--- src/rtl/pwm_pkg.sv ---
// pwm_pkg
// Shared definitions for the PWM ramp controller: ramp sequencer state
// encoding and the default duty width / step pacing used by pwm_core and
// pwm_ramp_ctrl.
package pwm_pkg;

  localparam int DUTY_W_DEF       = 4;
  localparam int STEP_PERIODS_DEF = 4;

  typedef enum logic [1:0] {
    IDLE = 2'd0,
    UP   = 2'd1,
    DOWN = 2'd2
  } ramp_state_t;

endpackage

--- src/rtl/pwm_core.sv ---
// pwm_core
// Free-running PWM period counter with duty comparator and registered output.
// Ports:
//   clk      - sole clock, rising edge
//   rst      - synchronous active-high reset
//   en       - run enable; low freezes the counter and forces pwm_o low
//   duty     - duty compare value, sampled every cycle
//   pwm_o    - registered PWM output, one cycle behind the compare
//   boundary - high in the last cycle of a period (cnt at max while enabled)
module pwm_core
  import pwm_pkg::*;
#(
  parameter int DUTY_W = DUTY_W_DEF
) (
  input  logic              clk,
  input  logic              rst,
  input  logic              en,
  input  logic [DUTY_W-1:0] duty,
  output logic              pwm_o,
  output logic              boundary
);

  localparam logic [DUTY_W-1:0] CNT_MAX = '1;

  logic [DUTY_W-1:0] cnt;

  // Counter wraps naturally at 2^DUTY_W; it holds in place while en is low
  // so a frozen ramp resumes with its period phase intact.
  always_ff @(posedge clk) begin
    if (rst) begin
      cnt   <= '0;
      pwm_o <= 1'b0;
    end else begin
      if (en) cnt <= cnt + 1'b1;
      pwm_o <= en && (cnt < duty);
    end
  end

  assign boundary = en && (cnt == CNT_MAX);

endmodule

--- src/rtl/pwm_ramp_ctrl.sv ---
// pwm_ramp_ctrl
// PWM generator whose applied duty ramps one LSB at a time toward an accepted
// target, one step every STEP_PERIODS full PWM periods. Duty only changes on a
// period boundary so the waveform never glitches mid-period.
// Build option: define PWM_RAMP_DONE_EN to enable the done_o completion pulse;
// without it done_o is tied low.
// Ports:
//   clk       - sole clock, rising edge
//   rst       - synchronous active-high reset
//   en        - run enable; low freezes sequencer, forces pwm_o low
//   tgt_valid - new target duty offered
//   tgt_data  - target duty value
//   tgt_ready - target can be accepted this cycle
//   pwm_o     - registered PWM waveform
//   duty_o    - currently applied duty
//   busy_o    - high while ramping
//   done_o    - one-cycle pulse when the target is reached
//
// state | meaning
// IDLE  | duty at target, accepting new targets
// UP    | stepping duty up toward tgt_q
// DOWN  | stepping duty down toward tgt_q
module pwm_ramp_ctrl
  import pwm_pkg::*;
#(
  parameter int DUTY_W       = DUTY_W_DEF,
  parameter int STEP_PERIODS = STEP_PERIODS_DEF
) (
  input  logic              clk,
  input  logic              rst,
  input  logic              en,
  input  logic              tgt_valid,
  input  logic [DUTY_W-1:0] tgt_data,
  output logic              tgt_ready,
  output logic              pwm_o,
  output logic [DUTY_W-1:0] duty_o,
  output logic              busy_o,
  output logic              done_o
);

  localparam logic [7:0] STEP_LAST = 8'(STEP_PERIODS - 1);

  ramp_state_t       state, state_nxt;
  logic [DUTY_W-1:0] duty_cur;
  logic [DUTY_W-1:0] tgt_q;
  logic [DUTY_W-1:0] duty_step;
  logic [7:0]        step;
  logic              boundary;
  logic              accept;
  logic              step_done;
  logic              ramp_end;

  pwm_core #(.DUTY_W(DUTY_W)) u_core (
    .clk      (clk),
    .rst      (rst),
    .en       (en),
    .duty     (duty_cur),
    .pwm_o    (pwm_o),
    .boundary (boundary)
  );

  assign accept    = tgt_valid && tgt_ready;
  assign step_done = boundary && (step == STEP_LAST) && (state != IDLE);
  assign duty_step = (state == UP) ? duty_cur + 1'b1 : duty_cur - 1'b1;
  // UP/DOWN are only entered with tgt_q strictly beyond duty_cur, so stopping
  // on equality also keeps duty_cur from overshooting or wrapping.
  assign ramp_end  = step_done && (duty_step == tgt_q);

  always_ff @(posedge clk) begin
    if (rst) state <= IDLE;
    else     state <= state_nxt;
  end

  always_comb begin
    state_nxt = state;
    case (state)
      IDLE: begin
        if (accept) begin
          if (tgt_data > duty_cur)      state_nxt = UP;
          else if (tgt_data < duty_cur) state_nxt = DOWN;
        end
      end
      UP, DOWN: if (ramp_end) state_nxt = IDLE;
      default:  state_nxt = IDLE;
    endcase
  end

  always_comb begin
    tgt_ready = (state == IDLE) && en && !rst;
    busy_o    = (state != IDLE);
    duty_o    = duty_cur;
  end

  // Step counter counts completed periods; it is zero whenever the FSM is
  // idle because a ramp can only finish on a step completion.
  always_ff @(posedge clk) begin
    if (rst) begin
      duty_cur <= '0;
      tgt_q    <= '0;
      step     <= '0;
    end else begin
      if (accept) begin
        tgt_q <= tgt_data;
        step  <= '0;
      end
      if ((state != IDLE) && boundary) begin
        if (step == STEP_LAST) begin
          step     <= '0;
          duty_cur <= duty_step;
        end else begin
          step <= step + 8'd1;
        end
      end
    end
  end

`ifdef PWM_RAMP_DONE_EN
  always_ff @(posedge clk) begin
    if (rst) done_o <= 1'b0;
    else     done_o <= ramp_end || (accept && (tgt_data == duty_cur));
  end
`else
  assign done_o = 1'b0;
`endif

endmodule

--- config.mk ---
export PLATFORM = sky130hd
export DESIGN_NAME = pwm_ramp_ctrl
export DESIGN_NICKNAME = d
export VERILOG_FILES = /design/src/rtl/pwm_pkg.sv /design/src/rtl/pwm_core.sv /design/src/rtl/pwm_ramp_ctrl.sv
export SDC_FILE = /design/constraint.sdc
export NUM_CORES = 1
export LEC_CHECK = 0
export CORE_ASPECT_RATIO = 2
export CORE_MARGIN = 5
export CORE_UTILIZATION = 25
export CTS_BUF_LIST = sky130_fd_sc_hd__clkbuf_16
export CTS_CLUSTER_DIAMETER = 120
export DETAILED_ROUTE_END_ITERATION = 8
export PLACE_DENSITY_LB_ADDON = 0.12
export SLEW_MARGIN = 5
export SYNTH_ARGS = -nofsm -noshare
export SYNTH_HDL_FRONTEND = slang
export SYNTH_SLANG_ARGS = --single-unit
--- constraint.sdc ---
create_clock -name clk -period 2.55 [get_ports clk]
set_clock_uncertainty 0.2 [all_clocks]
set_input_delay 0.51 -clock clk [delete_from_list [all_inputs] [get_ports clk]]
set_output_delay 0.51 -clock clk [all_outputs]
set_load 0.05 [all_outputs]
== Yosys cells after proc, flatten, opt, wreduce, memory -nomap -nowiden ==
Index checks and enable logic that the tools add are counted.

* Flip-flop bits (word level): 23
* Logic and storage cells: 46
* Input bits: 8
* Output and inout port bits: 8

* Muxes and demuxes: 9
* Eq/ne operators: 8
* $add $sub $neg: 4
* $lt $le $gt $ge: 3
* Reduce and logical (&&, ||, !) cells: 16

{| class="wikitable"
|+ Operators with widths
! operator !! count
|-
| $mux W8 || 3
|-
| $logic_and A1 B1 Y1 || 9
|-
| $add A4 B1 Y4 const B || 2
|-
| $add A8 B1 Y8 const B || 1
|-
| $eq A8 B2 Y1 const B || 1
|-
| $lt A4 B4 Y1 || 2
|-
| $mux W2 || 4
|-
| $eq A4 B4 Y1 || 1
|-
| $eq A4 B4 Y1 const B || 1
|-
| $gt A4 B4 Y1 || 1
|-
| $mux W4 || 1
|-
| $ne A2 B2 Y1 const B || 2
|-
| $pmux W2 S2 || 1
|-
| $reduce_bool A2 Y1 || 2
|-
| $sub A4 B1 Y4 const B || 1
|-
| $ne A3 B3 Y1 const B || 1
|-
| $reduce_and A3 Y1 || 1
|-
| $eq A2 B1 Y1 const B || 1
|-
| $eq A2 B2 Y1 const B || 1
|-
| $logic_not A2 Y1 || 1
|-
| $reduce_and A2 Y1 || 1
|-
| $reduce_or A2 Y1 || 1
|-
| $logic_not A1 Y1 || 1
|}

== Longest topological paths before layout ==
Gate-level depths: netlist of run 1.

* Depth after elaboration: 7
* Depth in mapped cells: 9
* Depth with buffers taken out: 9

== Cells and area by module ==
From an unflattened synthesis of run 1, not the netlist that was laid out.

* Cells, all modules: 158
* Area total of the unflattened synthesis: 1395.1 sq um

{| class="wikitable"
|+ Modules (own cells, without submodules)
! module !! seq. area each (sq um) !! cells each !! area each (sq um) !! times used
|-
| pwm_ramp_ctrl || 360.3 || 130 || 1131.1 || 1
|-
| pwm_core || 100.1 || 28 || 264.0 || 1
|}

== Least setup slack after synthesis of run 1 ==
No wires, ideal clock.

* Kind: reg-to-output
* Start point: register state[0]
* End point: output port tgt_ready
* Path buffers: 0
* Arrival time: 2.030 ns
* Path slack: -0.190 ns
* Required time: 1.840 ns
* Cell stages (with the launch flop): 5
* Cells stage by stage: dfxtp_1 inv_1 ha_1 inv_1 nor3b_1

* Word-level cells in the longest chain between the ends: 3

{| class="wikitable"
|+ Ends and longest elaborated chain
! what !! line !! source
|-
| start, declared || pwm_ramp_ctrl.sv:43 || <nowiki>ramp_state_t state, state_nxt;</nowiki>
|-
| start signal, assigned || pwm_ramp_ctrl.sv:71 || <nowiki>else state <= state_nxt;</nowiki>
|-
| $logic_not A2 Y1 || pwm_ramp_ctrl.sv:89 || <nowiki>tgt_ready = (state == IDLE) && en && !rst;</nowiki>
|-
| $logic_and A1 B1 Y1 (2 in a row) || pwm_ramp_ctrl.sv:89 ||
|-
| end, declared || pwm_ramp_ctrl.sv:34 || <nowiki>output logic tgt_ready,</nowiki>
|}

No other way between the ends.

== Final worst setup path of run 1 ==
* Start point: register state[1]
* End point: register state[0]

* Word-level cells in the longest chain between the ends: 6
* Elaborated cells between the ends (all ways): 17
* Classes of those cells: 6 x eq/ne; 2 x mux; 9 x reduce/logical

{| class="wikitable"
|+ Ends and longest elaborated chain
! what !! line
|-
| $eq A2 B1 Y1 / $logic_not A2 Y1 (equally long branches) || pwm_ramp_ctrl.sv:64, pwm_ramp_ctrl.sv:76, pwm_ramp_ctrl.sv:89
|-
| $mux W4 / $logic_and A1 B1 Y1 (equally long branches) || pwm_ramp_ctrl.sv:64, pwm_ramp_ctrl.sv:89
|-
| $eq A4 B4 Y1 / $logic_and A1 B1 Y1 (equally long branches) || pwm_ramp_ctrl.sv:67, pwm_ramp_ctrl.sv:89
|-
| $logic_and A1 B1 Y1 (on tied branches) || pwm_ramp_ctrl.sv:67, pwm_ramp_ctrl.sv:62
|-
| $ne A2 B2 Y1 (no source line) || --
|-
| $reduce_and A3 Y1 (no source line) || --
|}

Parallel ways exist; a longest one is shown, timed or not.
A chain may end at the register's enable or synchronous reset.

==> qor.txt, run 1 <==
Least-Margin Pin Slew: 0.500 ns
final setup TNS: 0 ns
CP delay by family, top: adder cells
top-count cell post-synth: dfxtp_1
#FFs+latches synth: 23
Post-Layout Cell Count: 239
top cell type's share of synthesized area: 33.1%
crit path DAT: 2.28 ns
Mapped Area: 1390 µm²
Slew Viols, Final: 0
antenna cells: 0
Die Span X: 62.7 µm
FP Rows: 38
Tcrit/Tclk final: 91.7%
core region area: 5420 µm²
LEAKAGE: 0.710 nW
slowest stage delay, CP: 0.49 ns
clock share of power: 40.7%
FFs w/ async S/R, synth: 0%
Crit. End Element: flop
worst min-delay path class: flop to flop
Post-route DRC: 0
Port Buf Inserts: 14
gr usage total: 10.2%
Register Area: 460 µm²
number of flops mapped to enable cells by yosys: 0
drt first pass iters: 4
ANT nets after route: 0
Die Area: 7240 µm²
# setup viols final: 0
Vias/cell: 4.83
Synth cell types: 45
Max Freq: 427 MHz
DP HPWL: 2880 µm
clock buffer depth: 2
DP Cell Count: 235
Clock Root Buffer: clkbuf_16
share of cells above drive strength 1: 12.8%
sequential element share of the synthesized area: 33.1%
Overflow after GRT: 0
antenna violations before repair: 0
Die Height: 115 µm
multi-input logic area: 866 µm²
CTS tree: done
Mapped Cells: 156
clock sink count: 23
clk_lat worst skew: 0.26 ns
Net count, final: 202
Initial Util: 25.6%
crit path kind: flop to flop
Pwr Total: 862 µW
Switch Pwr: 222 µW
critical path's slowest cell: fa_1
min cycle time layout: 2.34 ns
Worst Path Max Fanout: 3
Total Wirelength: 3510 µm
io pins: 16
largest net degree at the start of global routing: 16
post-CTS setup buffers: 0
Req. time, crit path: 2.49 ns
synth cell count leaders: 23 x dfxtp_1, 18 x nor2_1, 13 x ha_1
worst path buffer plus inverter count: 2
worst relative slew slack: 66.6%
share of power burned in registers: 43.5%
CTS Buf Count: 3
Pint: 640 µW
Hold Buf Count CTS: 0
Clock transition at path regs: 0.06 ns
drt initial violations: 54
H-tree depth: 1
maximum VDD drop: 241 µV
Combinational Power Share: 15.8%
cts repair resizes: 0
first-pass GRT wire length: 5740 µm
cells along the critical path: inv_1 -> ha_1 -> buf_4 -> fa_1 -> xnor2_1 -> o31a_1 -> a211oi_2 -> o31ai_1
RSZ-0062 raised after global routing: false
Power Density: 492 nW/µm²
fillers: 590
status: finished, final reports clean
Hold Vio Cnt, Final: 0
syn_nets: 178
Synth Warn #: 0
Area growth syn-to-layout: 26.1%
cell accounting for the most synthesized area: dfxtp_1
number of max-cap violations: 0
GPL Wtd Cong: 0.809
vias in the first global route: 1,181
vias post-DR: 1,155
syn avg cell area: 8.91 µm²
Avg WL per Cell: 14.7 µm
Sw Ratio: 25.7%
top_reg_cell synth: dfxtp_1
top post-synthesis cells by area: dfxtp_1 33%, ha_1 12%, xnor2_1 5.0%, nor2_1 4.9%, a21oi_1 3.6%
Startpoint Class: flop
## tightest hold or removal path: cells and delay by family, from the launching register on
kind	cells	cell delay, ns
AOI/OAI and AO/OA	1	0.07
DFF	1	0.31
and+or+nand+nor	1	0.06
## flip-flops by register name, summed over array words and instances (netlist names)
signal	flops
state	2
u_core.pwm_o	1
duty_o	4
u_core.cnt	4
step	8
tgt_q	4
## cell families after synthesis
| family | count (synthesis) | share of synthesized area, % |
|---|---|---|
| AO/OA/AOI/OAI | 34 | 15.8 |
| AND/OR/NAND/NOR | 50 | 21.6 |
| XOR/XNOR | 12 | 7.56 |
| buffers and inverters | 17 | 4.95 |
| adder cells (fa/ha/maj) | 14 | 13.1 |
| other | 1 | 0.270 |
| multiplexers | 5 | 3.60 |
| flip-flops | 23 | 33.1 |
## cell type report
type	instances	share of cell area, %
clock buffer	3	4.28
clock inverter	1	0.286
inverter	11	2.36
multi-input combinational	116	49.4
sequential	23	26.3
tap	60	4.28
timing repair buffer	25	13.1
## path summary, 6_finish.rpt
| path | to | start | cells after the start | slack (ns) |
|---|---|---|---|---|
| max | state[0] | state[1] | 8 | 0.21 |
| min | state[1] | state[1] | 2 | 0.29 |
| max reg2reg | state[0] | state[1] | 8 | 0.21 |
| min reg2reg | state[1] | state[1] | 2 | 0.29 |
## power groups by stage
stage / combinational, mW / clock (mW) / sequential (mW)
floorplan: 0.0909 / 0 / 0.383
global placement: 0.137 / 0 / 0.383
detailed placement: 0.139 / 0 / 0.383
CTS: 0.140 / 0.361 / 0.375
global route: 0.150 / 0.377 / 0.376
finish: 0.136 / 0.350 / 0.375
## per-stage QoR
step           util [%]  setup WS, ns  hold WS, ns  cell area (µm²)
2_1_floorplan         -         0.136        0.255             1400
3_3_place_gp       30.9         0.142        0.270             1670
3_5_place_dp       30.9        0.0965        0.283             1670
4_1_cts            32.3         0.185        0.294             1750
5_1_grt            32.3         0.128        0.325             1750
6_report           32.3         0.211        0.291             1750
## layout by cell type, fill, tap and decap left out, types with 2 or more instances in the layout
cell / count
a211oi_1: 2
a21oi_1: 10
and2_1: 2
and3_1: 2
buf_4: 12
clkbuf_16: 3
clkdlybuf4s50_1: 12
dfxtp_1: 23
ha_1: 13
inv_1: 11
mux2i_1: 5
nand2_1: 2
nand3b_1: 4
nand4_1: 2
nand4b_1: 2
nor2_1: 18
nor3_1: 6
o21a_1: 2
o21ai_0: 9
o31a_1: 2
xnor2_1: 8
xor2_1: 4
## per-layer routing
metal / vias to the layer above / global-route usage (%) / wire (µm)
met2: 18 / 19.6 / 1970
li1: 597 / - / -
met4: 0 / 5.67 / 121
met3: 6 / 1.94 / 77
met5: - / 0 / 0
met1: 534 / 10.0 / 1340
(Power assumes the default switching activity.)
==> run 2: changes to the inputs <==
--- a/config.mk
+++ b/config.mk
@@ -12,6 +12,7 @@
 export CTS_CLUSTER_DIAMETER = 120
 export DETAILED_ROUTE_END_ITERATION = 8
 export PLACE_DENSITY_LB_ADDON = 0.12
+export RECOVER_POWER = 50
 export SLEW_MARGIN = 5
 export SYNTH_ARGS = -nofsm -noshare
 export SYNTH_HDL_FRONTEND = slang
==> run 2 against run 1 <==
Compared with the run above: die area unchanged; non-clock buffer count unchanged; hold slack about the same; critical path depth decreased by 4; maximum frequency decreased by 1.4%; via count increased by 0.52%; largest power group unchanged; count of clock-buffer cells in the layout unchanged; cell count unchanged; sequential cell count unchanged.
==> qor.txt, run 2 (synthesis gave the netlist of run 1 again) <==
clock sink count: 23
number of max-cap violations: 0
CP delay by family, top: buffers and inverters
Die Height: 115 µm
worst min-delay path class: flop to flop
most flop-heavy register: step
Avg WL per Cell: 14.7 µm
Initial Util: 25.6%
met3 Use GR: 1.94%
R2R depth: 8
DP HPWL: 2880 µm
vias post-DR: 1,161
Clock Root Buffer: clkbuf_16
Slew Viols, Final: 0
io pins: 16
status: finished, final reports clean
antenna cells: 0
core region area: 5420 µm²
vias in the first global route: 1,181
min cycle time layout: 2.37 ns
ANT nets after route: 0
leading cell types in the layout, fill and taps excluded: 23 x dfxtp_1, 18 x nor2_1, 13 x ha_1
Overflow after GRT: 0
Critical Path Stages: 4
Req. time, crit path: 1.84 ns
Most Crowded Layer GR: met2
Power Density: 495 nW/µm²
grt met2 use: 19.6%
Hold Buf Count CTS: 0
worst relative slew slack: 51.9%
worst path buffer plus inverter count: 3
GPL Wtd Cong: 0.809
Die Span X: 62.7 µm
GR Util met1: 10.0%
cells along the critical path: dlygate4sd3_1 -> buf_4 -> nor3b_2 -> buf_12
clock buffer depth: 2
Hold Vio Cnt, Final: 0
CTS tree: done
Area growth syn-to-layout: 25.3%
drt initial violations: 48
first-pass GRT wire length: 5740 µm
critical path's slowest cell: dlygate4sd3_1
cell area after layout: 1740 µm²
antenna violations before repair: 0
LEAKAGE: 0.704 nW
crit path kind: input port to primary output
Final Worst Setup Slack: 0.176 ns
Post-Place Cell Area: 1670 µm²
final setup TNS: 0 ns
Vias/cell: 4.86
Post-route DRC: 0
Startpoint Class: input port
Net count, final: 202
max reg flops: 8
Finished Core Util: 32.1%
Tcrit/Tclk final: 93.1%
H-tree depth: 1
Worst Path Max Fanout: 7
maximum VDD drop: 241 µV
post-CTS setup buffers: 0
pre-CTS setup slack: 0.0965 ns
FP Rows: 38
slowest stage delay, CP: 0.54 ns
Least-Margin Pin Slew: 0.722 ns
cts repair resizes: 0
drt first pass iters: 4
most common cell after layout, fill and taps aside: dfxtp_1
RSZ-0062 raised after global routing: false
share of cells above drive strength 1: 11.2%
Worst Hold Path Cells: 2
Clock transition at path regs: 0.06 ns
crit path DAT: 1.66 ns
Total Wirelength: 3510 µm
clk_lat worst skew: 0.26 ns
Max Freq: 421 MHz
CTS Buf Count: 3
largest net degree at the start of global routing: 16
Die Area: 7240 µm²
Crit. End Element: primary output
Port Buf Inserts: 14
# setup viols final: 0
gr usage total: 10.2%
-- run 2: cell types whose count changed in the layout (fill, tap and decap cells not counted) --
cell	before	now
clkbuf_1	0	3
and2_0	0	1
buf_4	12	9
clkdlybuf4s50_1	12	9
and2_1	2	1
dlygate4sd3_1	0	3
-- run 2: worst reg2reg max path, delay by kind of cell, from the launching register on --
| kind | cells | cell delay, ns |
|---|---|---|
| DFF | 1 | 0.33 |
| adders and majority gates | 2 | 0.70 |
| xor gates and xnor gates | 1 | 0.15 |
| buffers and inverters | 2 | 0.22 |
| AOI/OAI and AO/OA | 3 | 0.61 |
-- run 2: worst paths after layout --
path | from | to | slack [ns]
hold / removal | state[1] | state[1] | 0.29
setup reg to reg | state[1] | state[0] | 0.19
setup / recovery | en | tgt_ready | 0.18
hold reg to reg | state[1] | state[1] | 0.29
-- run 2: per-layer routing --
layer,part of all wire [%],vias up
met5,0,-
met4,3.4,0
met3,2.1,6
met2,56,16
met1,39,541
li1,-,598
-- run 2: layout make-up --
cell class | count | area [µm²]
fillers | 591 | 3680
clock inverters | 1 | 5.00
inverters | 11 | 41.3
flip-flops and latches | 23 | 460
repair buffers | 25 | 219
multi-input cells | 116 | 866
well taps | 60 | 75.1
clock buffers | 3 | 75.1
-- run 2: report_power, final --
group,internal [mW],leakage [nW],switching [mW],total (mW)
logic,0.0587,0.477,0.0759,0.135
clock network,0.211,0.0409,0.140,0.352
registers,0.368,0.186,0.00714,0.375
-- run 2: metrics by stage --
step           cells  hold slack (ns)  power (mW)
6_report         239            0.291       0.861
5_1_grt          239            0.325       0.901
4_1_cts          239            0.294       0.876
3_5_place_dp     235            0.283       0.522
3_3_place_gp     235            0.270       0.520
2_1_floorplan    156            0.255       0.474
==> run 3: changes to the inputs <==
--- a/config.mk
+++ b/config.mk
@@ -13,7 +13,8 @@
 export DETAILED_ROUTE_END_ITERATION = 8
 export PLACE_DENSITY_LB_ADDON = 0.12
 export RECOVER_POWER = 50
-export SLEW_MARGIN = 5
+export SKIP_LAST_GASP = 1
+export SLEW_MARGIN = 30
 export SYNTH_ARGS = -nofsm -noshare
 export SYNTH_HDL_FRONTEND = slang
 export SYNTH_SLANG_ARGS = --single-unit
==> results of run 3 <==
Same layout as run 2: the final DEF is identical, and so are final timing and power.
